File: config.mk
export PLATFORM = sky130hd
export DESIGN_NAME = hsi_mse_lanes
export DESIGN_NICKNAME = d
export VERILOG_FILES = /design/src/rtl/hsi_mse_pkg.sv /design/src/rtl/hsi_mse_seq_div.sv /design/src/rtl/hsi_mse_lanes.sv
export SDC_FILE = /design/constraint.sdc
export NUM_CORES = 2
export LEC_CHECK = 0
export BUFFER_PORTS_ARGS = -buffer_cell sky130_fd_sc_hd__buf_2
export CORE_ASPECT_RATIO = 1.4
export CORE_MARGIN = 2
export CORE_UTILIZATION = 50
export DETAILED_ROUTE_END_ITERATION = 10
export GPL_TIMING_DRIVEN = 0
export PLACE_DENSITY = 0.75
export SYNTH_ARGS = -nofsm -noshare
export SYNTH_HDL_FRONTEND = slang
export SYNTH_SLANG_ARGS = --single-unit
File: constraint.sdc
create_clock -name clk -period 18.72 [get_ports clk]
set_input_delay 0.936 -clock clk [delete_from_list [all_inputs] [get_ports clk]]
set_output_delay 0.936 -clock clk [all_outputs]
set_load 0.05 [all_outputs]
File: src/rtl/hsi_mse_pkg.sv
// -----------------------------------------------------------------------------
// hsi_mse_pkg
// Shared constants and types for the HSI MSE engine.
//   HM_DATA_PER_WORD    default number of pixel elements per packed word
//   HM_MSE_PIPE_STAGES  depth of the |a-b| -> square -> accumulate pipeline
//   hsi_mse_lanes_state_t  run-control states of hsi_mse_lanes
// -----------------------------------------------------------------------------
package hsi_mse_pkg;

  localparam int HM_DATA_PER_WORD   = 2;
  localparam int HM_MSE_PIPE_STAGES = 3;

  typedef enum logic [2:0] {
    MSE_IDLE,
    MSE_ACCUM,
    MSE_DRAIN,
    MSE_DIVIDE,
    MSE_DONE
  } hsi_mse_lanes_state_t;

endpackage : hsi_mse_pkg

File: src/rtl/hsi_mse_seq_div.sv
// -----------------------------------------------------------------------------
// hsi_mse_seq_div
// Sequential restoring unsigned divider, one quotient bit per clock.
// A start_i pulse loads the operands; DIVIDEND_W cycles later done_o pulses
// for one cycle with the (truncated) quotient on quotient_o, held until the
// next start_i. The divisor must be nonzero.
// Ports:
//   clk, rst_n      clock, asynchronous active-low reset
//   clear_i         synchronous abort of a division in progress
//   start_i         load dividend_i / divisor_i and begin
//   dividend_i      DIVIDEND_W-bit numerator
//   divisor_i       DIVISOR_W-bit denominator
//   busy_o          iteration in progress
//   done_o          one-cycle pulse when the quotient is final
//   quotient_o      low QUOT_W bits of the quotient
// -----------------------------------------------------------------------------
module hsi_mse_seq_div #(
  parameter int DIVIDEND_W = 48,
  parameter int DIVISOR_W  = 10,
  parameter int QUOT_W     = 32
) (
  input  logic                  clk,
  input  logic                  rst_n,
  input  logic                  clear_i,
  input  logic                  start_i,
  input  logic [DIVIDEND_W-1:0] dividend_i,
  input  logic [DIVISOR_W-1:0]  divisor_i,
  output logic                  busy_o,
  output logic                  done_o,
  output logic [QUOT_W-1:0]     quotient_o
);

  localparam int CNT_W = $clog2(DIVIDEND_W + 1);

  // quot_q starts as the dividend and is shifted left each step; the freed
  // LSBs collect quotient bits while the MSBs feed the partial remainder.
  logic [DIVIDEND_W-1:0] quot_q;
  logic [DIVISOR_W-1:0]  rem_q;
  logic [DIVISOR_W-1:0]  dvs_q;
  logic [CNT_W-1:0]      cnt_q;
  logic                  busy_q;
  logic                  done_q;

  // Remainder before the shift is below the divisor, so one extra bit holds it.
  logic [DIVISOR_W:0]    rem_shift;
  logic                  fits;
  logic [DIVISOR_W-1:0]  rem_next;

  assign rem_shift = {rem_q, quot_q[DIVIDEND_W-1]};
  assign fits      = (rem_shift >= {1'b0, dvs_q});
  assign rem_next  = fits ? DIVISOR_W'(rem_shift - {1'b0, dvs_q})
                          : rem_shift[DIVISOR_W-1:0];

  // NOTE: sequential state is assigned with <= so every register samples
  // pre-edge values regardless of statement order.
  always_ff @(posedge clk or negedge rst_n) begin
    if (!rst_n) begin
      quot_q <= '0;
      rem_q  <= '0;
      dvs_q  <= '0;
      cnt_q  <= '0;
      busy_q <= 1'b0;
      done_q <= 1'b0;
    end else if (clear_i) begin
      quot_q <= '0;
      rem_q  <= '0;
      cnt_q  <= '0;
      busy_q <= 1'b0;
      done_q <= 1'b0;
    end else begin
      done_q <= 1'b0;
      if (start_i) begin
        quot_q <= dividend_i;
        rem_q  <= '0;
        dvs_q  <= divisor_i;
        cnt_q  <= '0;
        busy_q <= 1'b1;
      end else if (busy_q) begin
        quot_q <= {quot_q[DIVIDEND_W-2:0], fits};
        rem_q  <= rem_next;
        cnt_q  <= cnt_q + CNT_W'(1);
        if (cnt_q == CNT_W'(DIVIDEND_W - 1)) begin
          busy_q <= 1'b0;
          done_q <= 1'b1;
        end
      end
    end
  end

  assign busy_o     = busy_q;
  assign done_o     = done_q;
  assign quotient_o = quot_q[QUOT_W-1:0];

endmodule : hsi_mse_seq_div

File: src/rtl/hsi_mse_lanes.sv
// -----------------------------------------------------------------------------
// hsi_mse_lanes
// Multi-lane streaming MSE engine: floor(sum((a-b)^2) / vctr_len) over two
// packed vectors delivered LANES elements per word, with a saturating
// accumulator and a sequential divider (hsi_mse_seq_div).
// Optional feature macro: HM_MSE_MIN_TRACK_EN adds the running-minimum
// outputs min_mse / min_index / min_valid.
// Ports:
//   clk, rst_n         clock, asynchronous active-low reset
//   clear              synchronous abort/flush to IDLE, all outputs 0
//   start              begin a run (honoured in IDLE or DONE only)
//   vctr_len           element count, sampled at start
//   lib_index          library tag, sampled at start
//   in_valid/in_ready  word handshake; in_ready is high only in ACCUM
//   in_vctr1/in_vctr2  packed words, lane k = bits [k*DATA_WIDTH +: DATA_WIDTH]
//   mse_valid          result valid, held in DONE
//   mse_value          floor(acc / vctr_len)
//   mse_index          lib_index of the result
//   mse_overflow       accumulator saturated during this run
//   min_mse, min_index, min_valid   (HM_MSE_MIN_TRACK_EN only)
// -----------------------------------------------------------------------------
module hsi_mse_lanes
  import hsi_mse_pkg::*;
#(
  parameter int WORD_WIDTH     = 32,
  parameter int DATA_WIDTH     = 16,
  parameter int DATA_WIDTH_ACC = 48,
  parameter int LENGTH_BITS    = 10,
  parameter int LIB_BITS       = 8
) (
  input  logic                    clk,
  input  logic                    rst_n,
  input  logic                    clear,
  input  logic                    start,
  input  logic [LENGTH_BITS-1:0]  vctr_len,
  input  logic [LIB_BITS-1:0]     lib_index,
  input  logic                    in_valid,
  output logic                    in_ready,
  input  logic [WORD_WIDTH-1:0]   in_vctr1,
  input  logic [WORD_WIDTH-1:0]   in_vctr2,
  output logic                    mse_valid,
  output logic [2*DATA_WIDTH-1:0] mse_value,
  output logic [LIB_BITS-1:0]     mse_index,
  output logic                    mse_overflow
`ifdef HM_MSE_MIN_TRACK_EN
  ,
  output logic [2*DATA_WIDTH-1:0] min_mse,
  output logic [LIB_BITS-1:0]     min_index,
  output logic                    min_valid
`endif
);

  localparam int LANES = WORD_WIDTH / DATA_WIDTH;
  localparam int DW    = DATA_WIDTH;
  localparam int ACC   = DATA_WIDTH_ACC;
  localparam int LW    = LENGTH_BITS;
  localparam int SQ_W  = 2 * DW;
  localparam int SUM_W = SQ_W + $clog2(LANES);
  // One spare bit above the wider of acc / lane sum exposes the carry used
  // to detect saturation.
  localparam int ADD_W = ((ACC > SUM_W) ? ACC : SUM_W) + 1;
  localparam logic [ADD_W-1:0] ACC_MAX = {{(ADD_W - ACC){1'b0}}, {ACC{1'b1}}};

  hsi_mse_lanes_state_t state_q;

  logic [LW-1:0]       len_q;
  logic [LW-1:0]       num_words_q;
  logic [LW-1:0]       last_lanes_q;   // valid lanes in final word, 0 = all
  logic [LW-1:0]       wcnt_q;
  logic [LIB_BITS-1:0] idx_q;
  logic [1:0]          drain_cnt_q;

  logic                start_go;
  logic                accept;
  logic                last_word;
  logic [LW:0]         len_round;

  logic [LANES-1:0][DW-1:0]   s1_diff_d;
  logic [LANES-1:0][DW-1:0]   s1_diff_q;
  logic [LANES-1:0][SQ_W-1:0] s2_sq_q;
  logic                       s1_vld_q;
  logic                       s2_vld_q;
  logic [ADD_W-1:0]           lane_sum;
  logic [ADD_W-1:0]           acc_sum;
  logic [ACC-1:0]             acc_q;
  logic                       ovf_q;

  logic                div_start;
  logic                div_busy;
  logic                div_done;
  logic                div_finish;
  logic [SQ_W-1:0]     div_quot;

  logic                done_load;
  logic [SQ_W-1:0]     done_val;
  logic [LIB_BITS-1:0] done_idx;

  assign start_go   = start && ((state_q == MSE_IDLE) || (state_q == MSE_DONE));
  assign in_ready   = (state_q == MSE_ACCUM);
  assign accept     = in_valid && in_ready;
  assign last_word  = (wcnt_q == num_words_q - LW'(1));
  assign len_round  = {1'b0, vctr_len} + (LW + 1)'(LANES - 1);
  assign div_start  = (state_q == MSE_DRAIN) &&
                      (drain_cnt_q == 2'(HM_MSE_PIPE_STAGES - 1));
  assign div_finish = div_done && !div_busy;
  assign mse_overflow = ovf_q;

  // S1: per-lane absolute difference; lanes past the vector end in the last
  // word contribute nothing.
  // NOTE: every always_comb output gets a default first so no path can
  // leave it unassigned and infer a latch.
  always_comb begin
    s1_diff_d = '0;
    for (int k = 0; k < LANES; k++) begin
      s1_diff_d[k] = (in_vctr1[k*DW +: DW] > in_vctr2[k*DW +: DW])
                   ? in_vctr1[k*DW +: DW] - in_vctr2[k*DW +: DW]
                   : in_vctr2[k*DW +: DW] - in_vctr1[k*DW +: DW];
      if (last_word && (last_lanes_q != '0) && (LW'(k) >= last_lanes_q)) begin
        s1_diff_d[k] = '0;
      end
    end
  end

  // NOTE: the datapath stage registers carry no reset; the s*_vld_q bits
  // decide when their contents count, so reset fan-out stays on control only.
  always_ff @(posedge clk) begin
    s1_diff_q <= s1_diff_d;
    for (int k = 0; k < LANES; k++) begin
      s2_sq_q[k] <= SQ_W'(s1_diff_q[k]) * SQ_W'(s1_diff_q[k]);
    end
  end

  // S3: lane sum and saturating add.
  always_comb begin
    lane_sum = '0;
    for (int k = 0; k < LANES; k++) begin
      lane_sum = lane_sum + ADD_W'(s2_sq_q[k]);
    end
    acc_sum = ADD_W'(acc_q) + lane_sum;
  end

  always_ff @(posedge clk or negedge rst_n) begin
    if (!rst_n) begin
      s1_vld_q <= 1'b0;
      s2_vld_q <= 1'b0;
      acc_q    <= '0;
      ovf_q    <= 1'b0;
    end else if (clear) begin
      s1_vld_q <= 1'b0;
      s2_vld_q <= 1'b0;
      acc_q    <= '0;
      ovf_q    <= 1'b0;
    end else begin
      s1_vld_q <= accept;
      s2_vld_q <= s1_vld_q;
      if (start_go) begin
        acc_q <= '0;
        ovf_q <= 1'b0;
      end else if (s2_vld_q) begin
        if (acc_sum > ACC_MAX) begin
          acc_q <= '1;
          ovf_q <= 1'b1;
        end else begin
          acc_q <= acc_sum[ACC-1:0];
        end
      end
    end
  end

  hsi_mse_seq_div #(
    .DIVIDEND_W (ACC),
    .DIVISOR_W  (LW),
    .QUOT_W     (SQ_W)
  ) u_div (
    .clk        (clk),
    .rst_n      (rst_n),
    .clear_i    (clear),
    .start_i    (div_start),
    .dividend_i (acc_q),
    .divisor_i  (len_q),
    .busy_o     (div_busy),
    .done_o     (div_done),
    .quotient_o (div_quot)
  );

  // Result loaded on entry to DONE: zero-length runs skip the divider.
  always_comb begin
    done_load = 1'b0;
    done_val  = '0;
    done_idx  = idx_q;
    if (start_go && (vctr_len == '0)) begin
      done_load = 1'b1;
      done_idx  = lib_index;
    end else if ((state_q == MSE_DIVIDE) && div_finish) begin
      done_load = 1'b1;
      done_val  = div_quot;
    end
  end

  always_ff @(posedge clk or negedge rst_n) begin
    if (!rst_n) begin
      state_q      <= MSE_IDLE;
      len_q        <= '0;
      num_words_q  <= '0;
      last_lanes_q <= '0;
      wcnt_q       <= '0;
      idx_q        <= '0;
      drain_cnt_q  <= '0;
      mse_valid    <= 1'b0;
      mse_value    <= '0;
      mse_index    <= '0;
`ifdef HM_MSE_MIN_TRACK_EN
      min_mse      <= '0;
      min_index    <= '0;
      min_valid    <= 1'b0;
`endif
    end else if (clear) begin
      state_q      <= MSE_IDLE;
      len_q        <= '0;
      num_words_q  <= '0;
      last_lanes_q <= '0;
      wcnt_q       <= '0;
      idx_q        <= '0;
      drain_cnt_q  <= '0;
      mse_valid    <= 1'b0;
      mse_value    <= '0;
      mse_index    <= '0;
`ifdef HM_MSE_MIN_TRACK_EN
      min_mse      <= '0;
      min_index    <= '0;
      min_valid    <= 1'b0;
`endif
    end else begin
      case (state_q)
        MSE_IDLE, MSE_DONE: begin
          if (start) begin
            len_q        <= vctr_len;
            idx_q        <= lib_index;
            num_words_q  <= LW'(len_round / (LW + 1)'(LANES));
            last_lanes_q <= vctr_len % LW'(LANES);
            wcnt_q       <= '0;
            state_q      <= (vctr_len == '0) ? MSE_DONE : MSE_ACCUM;
          end
        end
        MSE_ACCUM: begin
          if (accept) begin
            wcnt_q <= wcnt_q + LW'(1);
            if (last_word) begin
              state_q     <= MSE_DRAIN;
              drain_cnt_q <= '0;
            end
          end
        end
        MSE_DRAIN: begin
          if (div_start) state_q <= MSE_DIVIDE;
          else           drain_cnt_q <= drain_cnt_q + 2'd1;
        end
        MSE_DIVIDE: begin
          if (div_finish) state_q <= MSE_DONE;
        end
        default: state_q <= MSE_IDLE;
      endcase

      if (start_go) mse_valid <= 1'b0;
      if (done_load) begin
        mse_valid <= 1'b1;
        mse_value <= done_val;
        mse_index <= done_idx;
`ifdef HM_MSE_MIN_TRACK_EN
        // Strict compare: an equal later result keeps the earlier entry.
        if (!min_valid || (done_val < min_mse)) begin
          min_mse   <= done_val;
          min_index <= done_idx;
          min_valid <= 1'b1;
        end
`endif
      end
    end
  end

endmodule : hsi_mse_lanes

==> Word-level counts from Yosys, hierarchy flattened <==
Index checks and enable logic that the tools add are counted.
{ "op_classes": {"add_sub_neg": 12, "n_mul": 2, "div": 0, "magnitude_cmp": 6, "n_eq_ne": 13, "shift": 0, "n_mux": 71, "bitwise_logic": 1, "n_reduce_logical": 30} }
{ "op_table": {"columns": ["operator", "n"], "rows": [
  ["two-way mux 48 bit", 7],
  ["two-way mux 10 bit", 16],
  ["two-way mux 32 bit", 4],
  ["multiplier 16 x 16 -> 32 bit", 2],
  ["subtractor 16 bit", 4],
  ["adder 48 x 33 -> 49 bit", 1],
  ["greater-than comparator 49 x 48 -> 1 bit (second input constant)", 1],
  ["two-way mux 8 bit", 6],
  ["adder 32 x 32 -> 33 bit", 1],
  ["greater-than comparator 16 bit", 2],
  ["two-way mux 16 bit", 2],
  ["two-way mux 3 bit", 7],
  [">= comparator 1 x 10 -> 1 bit (first input constant)", 2],
  ["case mux 10 bit (2 select lines)", 1],
  ["two-way mux 1 bit", 19],
  ["two-way mux 6 bit", 3],
  ["nonzero test 3 bit", 6],
  ["inequality test 3 bit (second input constant)", 4],
  ["case mux 3 bit (4 select lines)", 1],
  ["adder 10 x 1 -> 11 bit (second input constant)", 1],
  [">= comparator 11 x 10 -> 1 bit", 1],
  ["adder 10 x 1 -> 10 bit (second input constant)", 1],
  ["equality test 10 bit", 1],
  ["zero test 10 bit", 1],
  ["other kinds (24)", 41]
]} }
{ "totals": {"ff_bits": 317, "latchBits": 0, "ramBits": 0, "rom_bits": 0, "input_bits": 87, "out_inout_bits": 43, "word_cells": 159, "n_memories": 0} }

==> Depth between registers and ports, before layout <==
{ "logic_depth": {"depth_word": 7, "depth_mapped": 26, "mapped_depth_nobuf": 24} }

==> Cells and area by module <==
From an unflattened synthesis, not the netlist that was laid out.
{ "unflattened": {"hier_cells": 3555, "area_unflattened_um2": 32160.8} }
{ "by_module_without_submodules": {"columns": ["module", "instances", "cells_per_inst", "area_each_um2", "seq_area_each_um2"], "rows": [
  ["hsi_mse_lanes", 1, 3068, 27835.4, 5260.0],
  ["hsi_mse_seq_div", 1, 487, 4325.4, 1901.8]
]} }

==> Worst setup path before layout <==
Ideal clock, no wire load.
{ "synth_timing": {"path_type": "register to register", "start": "register s1_diff_q[17] (netlist name)", "end": "register s2_sq_q[63] (netlist name)", "setup_ns": 0.122, "arrival_ns": 5.935, "required_time_ns": 18.598, "slack_ns": 12.663, "stages_incl_launch_ff": 24, "path_buffers": 2, "period_less_slack_ns": 6.057, "path_cell_list": "dfxtp_1 -> clkbuf_1 -> clkbuf_1 -> nand2_1 -> inv_1 -> fa_1 -> inv_1 -> fa_1 -> inv_1 -> fa_1 -> fa_1 -> fa_1 -> inv_1 -> fa_1 -> inv_1 -> ha_1 -> a21o_1 -> a21o_1 -> a2111o_1 -> a21oi_1 -> nor3b_1 -> o31ai_1 -> a21oi_1 -> a311o_1"} }
{ "synth_via": {"elab_chain_cells": 1} }
{ "synth_lines": {"columns": ["element", "line", "source"], "rows": [
  ["start: declaration", "hsi_mse_lanes.sv:79", "logic [LANES-1:0][DW-1:0] s1_diff_q;"],
  ["start signal: assignment", "hsi_mse_lanes.sv:127", "s1_diff_q <= s1_diff_d;"],
  ["multiplier 16 x 16 -> 32 bit", "hsi_mse_lanes.sv:129", "s2_sq_q[k] <= SQ_W'(s1_diff_q[k]) * SQ_W'(s1_diff_q[k]);"],
  ["end signal: indexed assignment", "hsi_mse_lanes.sv:129", null],
  ["end: declaration", "hsi_mse_lanes.sv:80", "logic [LANES-1:0][SQ_W-1:0] s2_sq_q;"]
]} }
Every way passes these cells.
A chain may end at the register's enable or synchronous reset.

==> Final worst setup path <==
{ "layout_timing": {"start": "register s1_diff_q[4] (netlist name)", "end": "register s2_sq_q[31] (netlist name)"} }
The elaborated chain is that of the path after synthesis.

==> run_results.csv <==
group,metric,value,unit
synth,synth_top_cell_area_share,22.7,%
synth,yosys_register_bits,305,
sta,finalSetupViolCount,0,
clock_tree,clock_path_buffers,3,
synth,ys_seq_area_share,22.5,%
sta,setup_tns,0,ns
worst_setup_path,required,19.15,ns
global_route,grt_usage,23.8,%
clock_tree,path_clk_slew,0.06,ns
place,port_buffers,128,
worst_setup_path,end_kind,"register",
worst_setup_path,cp_cell_sequence,"clkbuf_1, clkbuf_1, nand2_1, fa_1, inv_1, fa_1, fa_1, fa_1, fa_1, inv_1, fa_1, inv_1, ha_1, a21o_1, a21o_1, a2111oi_0, o21ai_0, a211oi_1, o211ai_1, a21o_1, a21oi_1, xnor2_1",
place,hpwl,63300,µm
sta,drv_slew,0,
floorplanning,dieArea,65700,µm²
sta,maxSlewHeadroom,40.1,%
synth,synth_top_family_by_area,"adder cells",
worst_setup_path,critical_path_class,"register to register",
drt,ant_nets,0,
drt,drc,0,
synth,synth_ff_type,"dfrtp_1",
sta,fin_crit_sh,38.5,%
synth,synth_compound_area_share,14.1,%
clock_tree,clkLatencyLatePin,0.55,ns
synth,synth_edf_count,0,
clock_tree,htree_levels,2,
clock_tree,cts_resized,0,
clock_tree,post_cts_buffers,0,
drt,viasPerCell,5.36,
sta,min_period,7.21,ns
synth,synth-adder-area-share,35.0,%
worst_setup_path,crit_slowest_cell,"fa_1",
global_route,grt_pass1_wl,126000,µm
drt,vias,24613,
worst_setup_path,path_max_fanout,10,
sta,whs,0.460,ns
clock_tree,cts_tree,"done",
synth,synthTopCellsByArea,"fa_1 23%, dfrtp_1 17%, ha_1 12%",
worst_setup_path,path_delay_family,"adder cells",
global_route,antenna_found_initial,1,
sta,worstMarginPinSlew,0.899,ns
worst_setup_path,crit_path_max_incr_delay,0.54,ns
synth,synth_area,31800,µm²
clock_tree,postCtsHoldBufs,0,
drt,drt_first_pass_iters,5,
synth,async_reset_ff_share,69.2,%
finish,drive_gt1_share,6.28,%
synth,syn_avg_cell_area,8.92,µm²
drt,wl_per_cell,16.7,µm
sta,hold_viol_final,0,
worst_setup_path,cp_common_cell,"fa_1",
synth,synth_warnings,0,
synth,synth-xor-area-share,4.35,%
finish,area_delta_synth_final,9.03,%
synth,muxShareOfSynthArea,1.95,%
sta,fin_skew,0.0197,ns
global_route,grt_pass1_vias,25417,
flow_run,maxCapViolations,0,
clock_tree,root_buffer,"clkbuf_16",
finish,stdcell_count,4592,
worst_setup_path,cp.arrival,7.64,ns
floorplanning,fp.dieH,303,µm
worst_setup_path,start_kind,"register",
floorplanning,pin_count,130,
synth,synthCells,3568,
clock_tree,cts_buffers,35,
floorplanning,initial_utilization,50.5,%
floorplanning,coreArea,63000,µm²
sta,rsz0062_at_grt,"no",
place,dpl.cell_count,4530,
global_route,gr-total-overflow,0,
floorplanning,fp-row-count,109,
place,routabilityCongestion,0.910,
worst_setup_path,crit_buf_inv,5,
run_status,status,"finished, final reports clean",
global_route,grt_max_degree,120,
finish,nNetsFinal,4496,
synth,synth-simple-area-share,12.8,%
drt,routed_wl,76800,µm
synth,synth_cell_type_count,72,
drt,drt_iter0_drc,1434,
synth,yosys.area.top_type,"fa_1",
min_path,worst_hold_path_type,"input pin to async pin",
finish,n_antenna_cell,0,
clock_tree,numClockSinks,305,
floorplanning,die_x,217,µm
sta,clock.fmax,139,MHz
cells by family after synthesis:
family | after synthesis
multiplexers | 61
adder cells (fa/ha/maj) | 674
flip-flops | 305
buffers and inverters | 784
XOR/XNOR | 158
AND/OR/NAND/NOR | 867
other | 1
AO/OA/AOI/OAI | 718
cell usage after synthesis (13+ instances only):
master    count
nand3_1      50
a211oi_1     42
nor2b_1      39
o21bai_1     19
nor2_1      198
inv_1       655
or2_2        14
a21oi_1     225
fa_1        361
ha_1        313
or3_1        13
o21a_1       14
and2_1       90
nand2b_1     16
xnor2_1     107
nand2_1     328
and3_1       30
a22o_1       34
mux2i_1      52
dfxtp_1      94
a21o_1       78
nor3_1       27
nand4_1      25
clkbuf_1    112
dfrtp_1     211
xor2_1       51
o211ai_1     17
o21ai_0     180
a31oi_1      21
final cells by class:
type / count / area [µm²]
Multi-Input combinational cell: 2480 / 21700
Timing Repair Buffer: 129 / 678
Sequential cell: 305 / 7160
Clock buffer: 50 / 1020
Tap cell: 832 / 1040
Clock inverter: 12 / 126
Inverter: 655 / 2460
Buffer: 129 / 499
Fill cell: 5734 / 28300
final timing paths:
check,from,endpoint,slack (ns),cells after the start
hold / removal,rst_n,mse_value[10],0.46,1
max in group asynchronous,rst_n,u_div.rem_q[2],17.27,2
hold reg to reg,s1_diff_q[0],s2_sq_q[0],0.48,0
setup reg to reg,s1_diff_q[4],s2_sq_q[31],11.51,22
min in group clk,s1_diff_q[0],s2_sq_q[0],0.48,0
setup / recovery,s1_diff_q[4],s2_sq_q[31],11.51,22
through the flow:
stage / util (%) / setup slack, ns / instance area (µm²)
after floorplan: - / 12.66 / 31800
after global routing: 55.1 / 11.14 / 34700
final: 55.1 / 11.51 / 34700
after CTS: 55.1 / 11.54 / 34700
after detailed placement: 53.3 / 11.60 / 33600
after global placement: 53.2 / 11.61 / 33500
cells in the final DEF (no fill, tap or decap), types with 42 or more instances in the layout:
master	Yosys	layout
inv_1	655	655
fa_1	361	361
nand2_1	328	328
ha_1	313	313
a21oi_1	225	225
dfrtp_1	211	211
nor2_1	198	198
o21ai_0	180	180
buf_2	10	137
clkbuf_1	112	120
xnor2_1	107	107
dfxtp_1	94	94
and2_1	90	90
a21o_1	78	78
mux2i_1	52	52
xor2_1	51	51
nand3_1	50	50
a211oi_1	42	42
sequential cells by signal, summed over array words and instances (netlist names), 2 cells and up:
signal / flops
mse_value: 32
len_q: 10
wcnt_q: 10
s2_sq_q: 62
idx_q: 8
mse_index: 8
u_div.dvs_q: 10
u_div.cnt_q: 6
u_div.rem_q: 10
u_div.quot_q: 48
num_words_q: 10
state_q: 3
drain_cnt_q: 2
s1_diff_q: 32
acc_q: 48
routing by layer:
metal  vias up  share of wire, %  GRT usage, %
met2       620                53          45.9
li1      11911                 -             -
met5         -                 0             0
met3       137               4.3          2.46
met4         0               3.0          7.68
met1     11945                39          27.4
Power is left out: the tool's default activity adds up to more than one toggle a clock period on the data nets, which glitch-free logic cannot reach.
